<file path="config.mk">
export PLATFORM = sky130hd
export DESIGN_NAME = quad_encoder_speed
export DESIGN_NICKNAME = d
export VERILOG_FILES = /design/src/rtl/qenc_pkg.sv /design/src/rtl/qenc_input_filter.sv /design/src/rtl/quad_encoder_speed.sv
export SDC_FILE = /design/constraint.sdc
export NUM_CORES = 1
export LEC_CHECK = 0
export CORE_ASPECT_RATIO = 1.25
export CORE_UTILIZATION = 25
export DETAILED_ROUTE_END_ITERATION = 8
export DONT_BUFFER_PORTS = 1
export PLACE_DENSITY_LB_ADDON = 0.05
export SLEW_MARGIN = 15
export SYNTH_ARGS = -nofsm -noshare
export SYNTH_HDL_FRONTEND = slang
export SYNTH_HIERARCHICAL = 1
export SYNTH_SLANG_ARGS = --single-unit
</file>
<file path="constraint.sdc">
create_clock -name clk -period 6.8 [get_ports clk]
set_input_delay 0.68 -clock clk [delete_from_list [all_inputs] [get_ports clk]]
set_output_delay 0.68 -clock clk [all_outputs]
set_load 0.005 [all_outputs]
</file>
<file path="src/rtl/qenc_pkg.sv">
// Shared types and helpers for the quadrature encoder decoder.
// Phase encoding of the forward sequence and the step decode function.
package qenc_pkg;

  typedef enum logic [1:0] {
    STEP_NONE,
    STEP_INC,
    STEP_DEC,
    STEP_ERR
  } step_t;

  // Forward sequence {A,B}: 00 -> 10 -> 11 -> 01, phase 0 in the low bits.
  localparam logic [7:0] QENC_FWD_SEQ = {2'b01, 2'b11, 2'b10, 2'b00};

  function automatic logic [1:0] qenc_phase(input logic [1:0] s);
    logic [1:0] ph;
    ph = 2'd0;
    for (int i = 0; i < 4; i++) begin
      if (QENC_FWD_SEQ[2*i +: 2] == s) ph = 2'(i);
    end
    return ph;
  endfunction

  // Phase distance 1 is forward, 3 (i.e. -1) is reverse, 2 means both pins moved.
  function automatic step_t qenc_decode(input logic [1:0] prev, input logic [1:0] curr);
    logic [1:0] dp;
    dp = qenc_phase(curr) - qenc_phase(prev);
    case (dp)
      2'd0:    return STEP_NONE;
      2'd1:    return STEP_INC;
      2'd3:    return STEP_DEC;
      default: return STEP_ERR;
    endcase
  endfunction

endpackage

</file>
<file path="src/rtl/qenc_input_filter.sv">
// Per-channel synchroniser with optional glitch filter (QENC_GLITCH_FILTER_EN).
// With the filter, the level register acts as the final synchroniser stage.
module qenc_input_filter #(
  parameter int SYNC_STAGES = 2,
  parameter int FILT_LEN    = 4
) (
  input  logic clk,
  input  logic reset,
  input  logic din,
  output logic dout
);

  if (SYNC_STAGES < 2 || FILT_LEN < 2) begin : g_bad_param
    $error("qenc_input_filter: SYNC_STAGES and FILT_LEN must be >= 2");
  end

`ifdef QENC_GLITCH_FILTER_EN
  localparam int CHAIN = SYNC_STAGES - 1;
`else
  localparam int CHAIN = SYNC_STAGES;
`endif

  logic [CHAIN-1:0] sync_q, sync_d;
  logic             sync_out;

  always_comb begin
    sync_d = CHAIN'({sync_q, din});
  end

  always_ff @(posedge clk) begin
    if (reset) sync_q <= '0;
    else       sync_q <= sync_d;
  end

  assign sync_out = sync_q[CHAIN-1];

`ifdef QENC_GLITCH_FILTER_EN
  localparam int CNT_W = $clog2(FILT_LEN);

  logic [CNT_W-1:0] cnt_q, cnt_d;
  logic             filt_q, filt_d;

  // Level follows only after FILT_LEN consecutive differing samples.
  always_comb begin
    cnt_d  = '0;
    filt_d = filt_q;
    if (sync_out != filt_q) begin
      if (cnt_q == CNT_W'(FILT_LEN - 1)) filt_d = sync_out;
      else                               cnt_d  = cnt_q + CNT_W'(1);
    end
  end

  always_ff @(posedge clk) begin
    if (reset) begin
      cnt_q  <= '0;
      filt_q <= 1'b0;
    end else begin
      cnt_q  <= cnt_d;
      filt_q <= filt_d;
    end
  end

  assign dout = filt_q;
`else
  assign dout = sync_out;
`endif

endmodule

</file>
<file path="src/rtl/quad_encoder_speed.sv">
// x4 quadrature decoder: position counter, windowed saturating speed, sticky error.
// Optional input glitch filter enabled by QENC_GLITCH_FILTER_EN.
module quad_encoder_speed
  import qenc_pkg::*;
#(
  parameter int SPEED_W     = 16,
  parameter int POS_W       = 32,
  parameter int PERIOD      = 1250000,
  parameter int SYNC_STAGES = 2,
  parameter int FILT_LEN    = 4
) (
  input  logic                      clk,
  input  logic                      reset,
  input  logic                      inA,
  input  logic                      inB,
  input  logic                      clear_pos,
  input  logic                      clear_err,
  output logic signed [SPEED_W-1:0] speed,
  output logic                      speed_valid,
  output logic signed [POS_W-1:0]   position,
  output logic                      dir,
  output logic                      err
);

  if (PERIOD < 2) begin : g_bad_period
    $error("quad_encoder_speed: PERIOD must be >= 2");
  end

  localparam int CNT_W = $clog2(PERIOD);
  localparam logic signed [SPEED_W-1:0] SPEED_MAX = {1'b0, {(SPEED_W-1){1'b1}}};
  localparam logic signed [SPEED_W-1:0] SPEED_MIN = {1'b1, {(SPEED_W-1){1'b0}}};

  logic       a_f, b_f;
  logic [1:0] s;

  qenc_input_filter #(.SYNC_STAGES(SYNC_STAGES), .FILT_LEN(FILT_LEN)) u_filt_a (
    .clk(clk), .reset(reset), .din(inA), .dout(a_f)
  );

  qenc_input_filter #(.SYNC_STAGES(SYNC_STAGES), .FILT_LEN(FILT_LEN)) u_filt_b (
    .clk(clk), .reset(reset), .din(inB), .dout(b_f)
  );

  assign s = {a_f, b_f};

  logic [1:0]                prev_q, prev_d;
  logic                      primed_q, primed_d;
  logic signed [POS_W-1:0]   pos_q, pos_d;
  logic signed [SPEED_W-1:0] acc_q, acc_d;
  logic signed [SPEED_W-1:0] speed_q, speed_d;
  logic                      valid_q, valid_d;
  logic                      dir_q, dir_d;
  logic                      err_q, err_d;
  logic [CNT_W-1:0]          cnt_q, cnt_d;

  step_t                     step;
  logic signed [1:0]         delta;
  logic signed [SPEED_W:0]   acc_sum;
  logic signed [SPEED_W-1:0] acc_sat;

  always_comb begin
    // Until primed, prev holds no real sample, so nothing is counted.
    step     = primed_q ? qenc_decode(prev_q, s) : STEP_NONE;
    delta    = 2'sd0;
    dir_d    = dir_q;
    err_d    = err_q;
    prev_d   = s;
    primed_d = 1'b1;

    case (step)
      STEP_INC: begin delta = 2'sd1;  dir_d = 1'b1; end
      STEP_DEC: begin delta = -2'sd1; dir_d = 1'b0; end
      default:  ;
    endcase

    if (step == STEP_ERR) err_d = 1'b1;
    else if (clear_err)   err_d = 1'b0;

    pos_d = clear_pos ? '0 : pos_q + {{(POS_W-2){delta[1]}}, delta};

    // One guard bit detects overflow; clamp instead of wrapping.
    acc_sum = {acc_q[SPEED_W-1], acc_q} + {{(SPEED_W-1){delta[1]}}, delta};
    if (acc_sum[SPEED_W] != acc_sum[SPEED_W-1])
      acc_sat = acc_sum[SPEED_W] ? SPEED_MIN : SPEED_MAX;
    else
      acc_sat = acc_sum[SPEED_W-1:0];

    speed_d = speed_q;
    valid_d = 1'b0;
    acc_d   = acc_sat;
    cnt_d   = cnt_q + CNT_W'(1);
    if (cnt_q == CNT_W'(PERIOD - 1)) begin
      speed_d = acc_sat;
      valid_d = 1'b1;
      acc_d   = '0;
      cnt_d   = '0;
    end
  end

  always_ff @(posedge clk) begin
    if (reset) begin
      prev_q   <= 2'b00;
      primed_q <= 1'b0;
      pos_q    <= '0;
      acc_q    <= '0;
      speed_q  <= '0;
      valid_q  <= 1'b0;
      dir_q    <= 1'b0;
      err_q    <= 1'b0;
      cnt_q    <= '0;
    end else begin
      prev_q   <= prev_d;
      primed_q <= primed_d;
      pos_q    <= pos_d;
      acc_q    <= acc_d;
      speed_q  <= speed_d;
      valid_q  <= valid_d;
      dir_q    <= dir_d;
      err_q    <= err_d;
      cnt_q    <= cnt_d;
    end
  end

  assign speed       = speed_q;
  assign speed_valid = valid_q;
  assign position    = pos_q;
  assign dir         = dir_q;
  assign err         = err_q;

endmodule

</file>
=== Word-level counts from Yosys, hierarchy flattened ===
Cells that the tools add are included.

* Add/sub/neg operators: 4
* Equal/unequal tests: 13
* Muxes and demuxes: 16
* Reductions and logical operators: 5

{| class="wikitable"
|+ Operator list
! kind !! number
|-
| 32-bit adder || 1
|-
| 16-bit 2-to-1 mux || 2
|-
| 21-bit by 1-bit adder with 21-bit output (second input constant) || 1
|-
| 21-bit equality test (second input constant) || 1
|-
| 16-bit by 2-bit adder with 17-bit output || 1
|-
| 2-bit 2-to-1 mux || 5
|-
| 2-bit equality test (first input constant) || 4
|-
| 2-bit equality test (second input constant) || 3
|-
| 1-bit 2-to-1 mux || 6
|-
| 2-bit case mux with 3 select lines || 1
|-
| 1-bit by 2-bit equality test with 1-bit output (first input constant) || 2
|-
| 2-bit by 1-bit equality test with 1-bit output (second input constant) || 2
|-
| 2-bit case mux with 2 select lines || 1
|-
| 2-bit nonzero test || 2
|-
| 2-bit OR reduction || 2
|-
| 2-bit zero test || 1
|-
| 1-bit case mux with 2 select lines || 1
|-
| 2-bit subtractor || 1
|-
| 1-bit != test || 1
|}

* Register bits: 95
* Input bits: 6
* Output and inout port bits: 51
* Logic and storage cells: 49

=== Depth between registers and ports, before layout ===
* Depth after elaboration: 13
* Gate-level depth with buffers: 18
* Depth with buffers taken out: 17

=== Cells and area by module ===
Netlist, hierarchy kept.

{| class="wikitable"
|+ Modules (own cells, without submodules)
! module !! instances !! cells each !! area an instance (um^2) !! sequential area each (um^2)
|-
| quad_encoder_speed || 1 || 698 || 5786.8 || 1821.7
|-
| qenc_input_filter || 2 || 4 || 52.6 || 40.0
|}

=== Worst setup path after synthesis ===
Ideal clock, no wire load.

* Path type: flip-flop to flip-flop
* From: reg u_filt_a.sync_q[1]
* To: reg speed_q[0], in the netlist speed[0]
* Setup time: 0.120 ns
* Arrival time: 5.200 ns
* Required time: 6.680 ns
* Setup slack: 1.480 ns
* Cell stages (with the launch flop): 17
* Buffers on the path: 2
* Period minus slack after synthesis: 5.320 ns
* Cells stage by stage: dfxtp_1 > inv_1 > ha_1 > ha_1 > xnor2_1 > ha_1 > nor2_1 > ha_1 > clkbuf_1 > a21o_1 > a2bb2oi_1 > o21ai_2 > a311oi_4 > mux2i_4 > buf_6 > a21oi_2 > o21ai_1

* Cells in the longest elaborated chain, start to end: 13
* Elaborated cells between the ends (all ways): 19
* Those cells by class: 2 x add/sub; 8 x eq/ne; 8 x mux; 1 x reduce/logical

{| class="wikitable"
|+ RTL lines
! item !! line !! source
|-
| from (decl) || qenc_input_filter.sv:23 || <nowiki>logic [CHAIN-1:0] sync_q, sync_d;</nowiki>
|-
| from (signal assigned) || qenc_input_filter.sv:32 || <nowiki>else sync_q <= sync_d;</nowiki>
|-
| 2-bit equality test || qenc_pkg.sv:19 || <nowiki>if (QENC_FWD_SEQ[2*i +: 2] == s) ph = 2'(i);</nowiki>
|-
| 1-bit 2-to-1 mux || qenc_pkg.sv:19 ||
|-
| 2-bit 2-to-1 mux || qenc_pkg.sv:19 ||
|-
| 2-bit 2-to-1 mux * || qenc_pkg.sv:19 ||
|-
| 2-bit subtractor * || qenc_pkg.sv:27 || <nowiki>dp = qenc_phase(curr) - qenc_phase(prev);</nowiki>
|-
| 2-bit equality test, or another cell as far along || qenc_pkg.sv:28 || <nowiki>case (dp)</nowiki>
|-
| 2-bit case mux with 3 select lines * || qenc_pkg.sv:28 ||
|-
| 2-bit 2-to-1 mux * || quad_encoder_speed.sv:63 || <nowiki>step = primed_q ? qenc_decode(prev_q, s) : STEP_NONE;</nowiki>
|-
| 2-bit equality test or 2-bit by 1-bit equality test with 1-bit output (tied branches) || quad_encoder_speed.sv:70 || <nowiki>case (step)</nowiki>
|-
| 2-bit case mux with 2 select lines * || quad_encoder_speed.sv:70 ||
|-
| 16-bit by 2-bit adder with 17-bit output * || quad_encoder_speed.sv:82 || <nowiki>acc_sum = {acc_q[SPEED_W-1], acc_q} + {{(SPEED_W-1){delta[1]}}, delta};</nowiki>
|-
| 16-bit 2-to-1 mux or 1-bit != test (tied branches) || quad_encoder_speed.sv:84, quad_encoder_speed.sv:83 ||
|-
| 16-bit 2-to-1 mux * || quad_encoder_speed.sv:83 || <nowiki>if (acc_sum[SPEED_W] != acc_sum[SPEED_W-1])</nowiki>
|-
| to (signal assigned) || quad_encoder_speed.sv:116 || <nowiki>speed_q <= speed_d;</nowiki>
|-
| to (decl) || quad_encoder_speed.sv:50 || <nowiki>logic signed [SPEED_W-1:0] speed_q, speed_d;</nowiki>
|}

Every way passes the cells marked *; elsewhere a longest branch is shown, timed or not.
A chain may end at the register's enable or synchronous reset.

=== Worst setup path after layout ===
* From: reg u_filt_a.sync_q[1]
* To: reg pos_q[22], in the netlist position[22]

* Cells in the longest elaborated chain, start to end: 11
* Elaborated cells between the ends (all ways): 16
* Those cells by class: 2 x add/sub; 7 x eq/ne; 6 x mux; 1 x reduce/logical

{| class="wikitable"
|+ RTL lines
! item !! line !! source
|-
| 2-bit equality test || qenc_pkg.sv:19 ||
|-
| 1-bit 2-to-1 mux || qenc_pkg.sv:19 ||
|-
| 2-bit 2-to-1 mux || qenc_pkg.sv:19 ||
|-
| 2-bit 2-to-1 mux * || qenc_pkg.sv:19 ||
|-
| 2-bit subtractor * || qenc_pkg.sv:27 ||
|-
| 2-bit equality test, or another cell as far along || qenc_pkg.sv:28 ||
|-
| 2-bit case mux with 3 select lines * || qenc_pkg.sv:28 ||
|-
| 2-bit 2-to-1 mux * || quad_encoder_speed.sv:63 ||
|-
| 2-bit equality test or 2-bit by 1-bit equality test with 1-bit output (tied branches) || quad_encoder_speed.sv:70 ||
|-
| 2-bit case mux with 2 select lines * || quad_encoder_speed.sv:70 ||
|-
| 32-bit adder * || quad_encoder_speed.sv:79 || <nowiki>pos_d = clear_pos ? '0 : pos_q + {{(POS_W-2){delta[1]}}, delta};</nowiki>
|-
| to (signal assigned) || quad_encoder_speed.sv:114 || <nowiki>pos_q <= pos_d;</nowiki>
|-
| to (decl) || quad_encoder_speed.sv:48 || <nowiki>logic signed [POS_W-1:0] pos_q, pos_d;</nowiki>
|}

Marked as above.

==> metrics <==
run status finished clean; Synth top area share 0.323; half-perimeter wire length after placement 12.5 mm; period utilization 0.712; vias in the first global route 5090; largest net degree at the start of global routing 32; Ports 57; total CTS buffers 9; core area 23000 um^2; fin nets roughly 760; DR iter-0 viols 242; ys flop type dfxtp_1; final hold viol count 0; total negative slack 0 ns; RD Place Congestion 0.766; crit start category register; CP Cell Sequence inv_1 > ha_1 > ha_1 > xnor2_1 > ha_1 > o21ai_0 > nor2_4 > buf_4 > fa_1 > a211oi_1 > nor2_1 > o21ai_1 > a21o_1 > a2111oi_0 > o31a_1 > nor3_1; Crit path max-delay family compound AO/OA/AOI/OAI gates; Max Slew Vio Count 0; Net Count, Synth just under 800; final setup fails 0; critical path arrival 5.06 ns; leakage power figure 2.63 nW; EDFF count, synth 0; crit path kind reg2reg; Tmin final roughly 4.8 ns; Starting Density 0.256; Fill cells 2517; placed instance count 973; vias post-DR about 5000; Critical Path End Type register; DRT Pass-1 Iters 4; Async SR Flop Fraction 0; Post-DRT Antenna Nets 0; Hold Buf Count CTS 0; Worst Clk Skew 0.00715 ns; setup repair bufs after CTS 0; initial antenna violation count 0; Overflow after GRT 0; synth unique cells 68; first-pass GRT wire length 26.6 mm; Yosys reg bits 95; Die Wd 139 um; CP required 7.02 ns; Max FO, Critical Path 25; design area around 6500 um^2; Synth area leaders dfxtp_1 32%, ha_1 12%, nor2_1 6.1%; Worst Hold Class in2reg; Worst path max stage delay 0.85 ns; IO Port Bufs 0; root buffer cell clkbuf_16; CTS clk-pin slew, worst paths roughly 0.070 ns; Cell Count, Final, Fillers Out 989; n_diodes 0; CTS tree yes; Layout area overhead 10.0%; share of cells above drive strength 1 0.0699; sequential element share of the synthesized area 0.323; synthesized area per cell approximately 8.3 um^2; Die Ht 174 um; Clk Latency, worst-skew pair between 0.3 and 0.4 ns; VDD IR max 106 uV; final wirelength roughly 16 mm; worst path bufs/invs 2; num rows 62; routed vias/inst 5.09; Post-Place Cell Area 6170 um^2; power per cell area 234 nW/um^2; Max Buffers Root-to-Sink 2; area leader, netlist dfxtp_1; worst-margin pin slew ~1 ns; setup ws final 1.96 ns; Max Cap Violations 0; most instantiated cells after synthesis 95 x dfxtp_1, 95 x nor2_1, 59 x nand2_1; RSZ-0062 raised after global routing no; Netlist Area Pre-Place 5890 um^2; H-tree depth 3; most used cell, CP ha_1; Total GRT Usage 0.140; WL/cell 16.6 um; pre-CTS WS 1.94 ns; # DRC 0; die area 24200 um^2; synth warn 6; Slew HR 0.310; critical path's slowest cell a2111oi_0; cell count after synthesis a little over 700; CTS resizes 0; fmax 0.207 GHz; clk sink count 95
[where the power goes]
| group | switching [mW] | internal [mW] | total (mW) |
|---|---|---|---|
| Combinational | 0.225 | 0.133 | 0.359 |
| Clock | 0.240 | 0.297 | 0.536 |
| Sequential | 0.0221 | 0.596 | 0.618 |
[final timing paths]
| kind | cells past startpoint | slack (ns) | endpoint | startpoint |
|---|---|---|---|---|
| max | 16 | 1.96 | position[22] | u_filt_a/sync_q[1] |
| min | 1 | 0.38 | err | reset |
| max reg2reg | 16 | 1.96 | position[22] | u_filt_a/sync_q[1] |
| min reg2reg | 1 | 0.44 | u_filt_a/sync_q[1] | u_filt_a/sync_q[0] |
[kinds of logic (layout without fill, tap and decap cells)]
| kind of cell | count (synthesis) | after routing | synth area share |
|---|---|---|---|
| DFF | 95 | 95 | 0.323 |
| xor gates and xnor gates | 48 | 48 | 0.0714 |
| adders and majority gates | 57 | 57 | 0.124 |
| buffers and inverters | 43 | 38 | 0.0304 |
| muxes | 2 | 2 | 0.00552 |
| AOI/OAI and AO/OA | 198 | 198 | 0.230 |
| and+or+nand+nor | 263 | 263 | 0.217 |
[layer usage]
| layer | part of all wire | track usage | routed length, um | vias up |
|---|---|---|---|---|
| li1 | - | - | - | 2536 |
| met1 | 0.43 | 0.154 | 7040 | 2412 |
| met2 | 0.53 | 0.268 | 8650 | 73 |
| met3 | 0.028 | 0.0191 | 458 | 14 |
| met4 | 0.016 | 0.0537 | 262 | 0 |
| met5 | 0 | 0 | 0 | - |
[flip-flops by register name, indices dropped and copies added, names as in the netlist]
signal	flops
position	32
cnt_q	21
acc_q	16
speed	16
prev_q	2
u_filt_a/sync_q	2
u_filt_b/sync_q	2
dir	1
err	1
primed_q	1
speed_valid	1
[metrics by stage]
| stage | utilization | power [mW] | hold WS (ns) |
|---|---|---|---|
| after global placement | 0.268 | 0.996 | 0.442 |
| final | 0.281 | 1.51 | 0.384 |
| after floorplan | - | 0.910 | 0.414 |
| after CTS | 0.281 | 1.55 | 0.367 |
| after detailed placement | 0.268 | 0.994 | 0.437 |
| after global routing | 0.281 | 1.61 | 0.370 |
[cell usage in the layout, fill, tap and decap left out, types with 3 or more instances in the layout]
cell	netlist	final
o21ai_1	12	12
nand4b_1	3	3
xor2_1	25	25
nor3_1	7	7
a21oi_1	55	55
nand4_1	13	13
or2_2	3	3
or3_1	3	3
inv_1	19	19
a21o_1	29	29
and2_1	5	5
xnor2_1	23	23
dfxtp_1	95	95
o21ai_0	27	27
nand2b_1	6	6
a211oi_1	8	8
nand3_1	27	27
nor2b_1	11	11
nand2_1	59	59
nor4_1	6	6
or4_1	3	3
o211ai_1	13	13
a31oi_1	9	9
buf_4	0	3
a2111oi_0	4	4
and3_1	10	10
nor2_1	95	94
o21ai_2	3	3
o21a_1	4	4
a21oi_2	9	9
ha_1	55	55
clkbuf_16	0	9
[cell type report]
class | instances | area (um^2) | share of cell area
repair buffers | 3 | 22.5 | 0.00347
well taps | 288 | 360 | 0.0556
clock inverters | 6 | 67.6 | 0.0104
inverters | 19 | 71.3 | 0.0110
clock buffers | 10 | 239 | 0.0369
multi-input cells | 568 | 3820 | 0.589
flip-flops and latches | 95 | 1900 | 0.293
No activity file was read; power rests on OpenSTA's default activity.
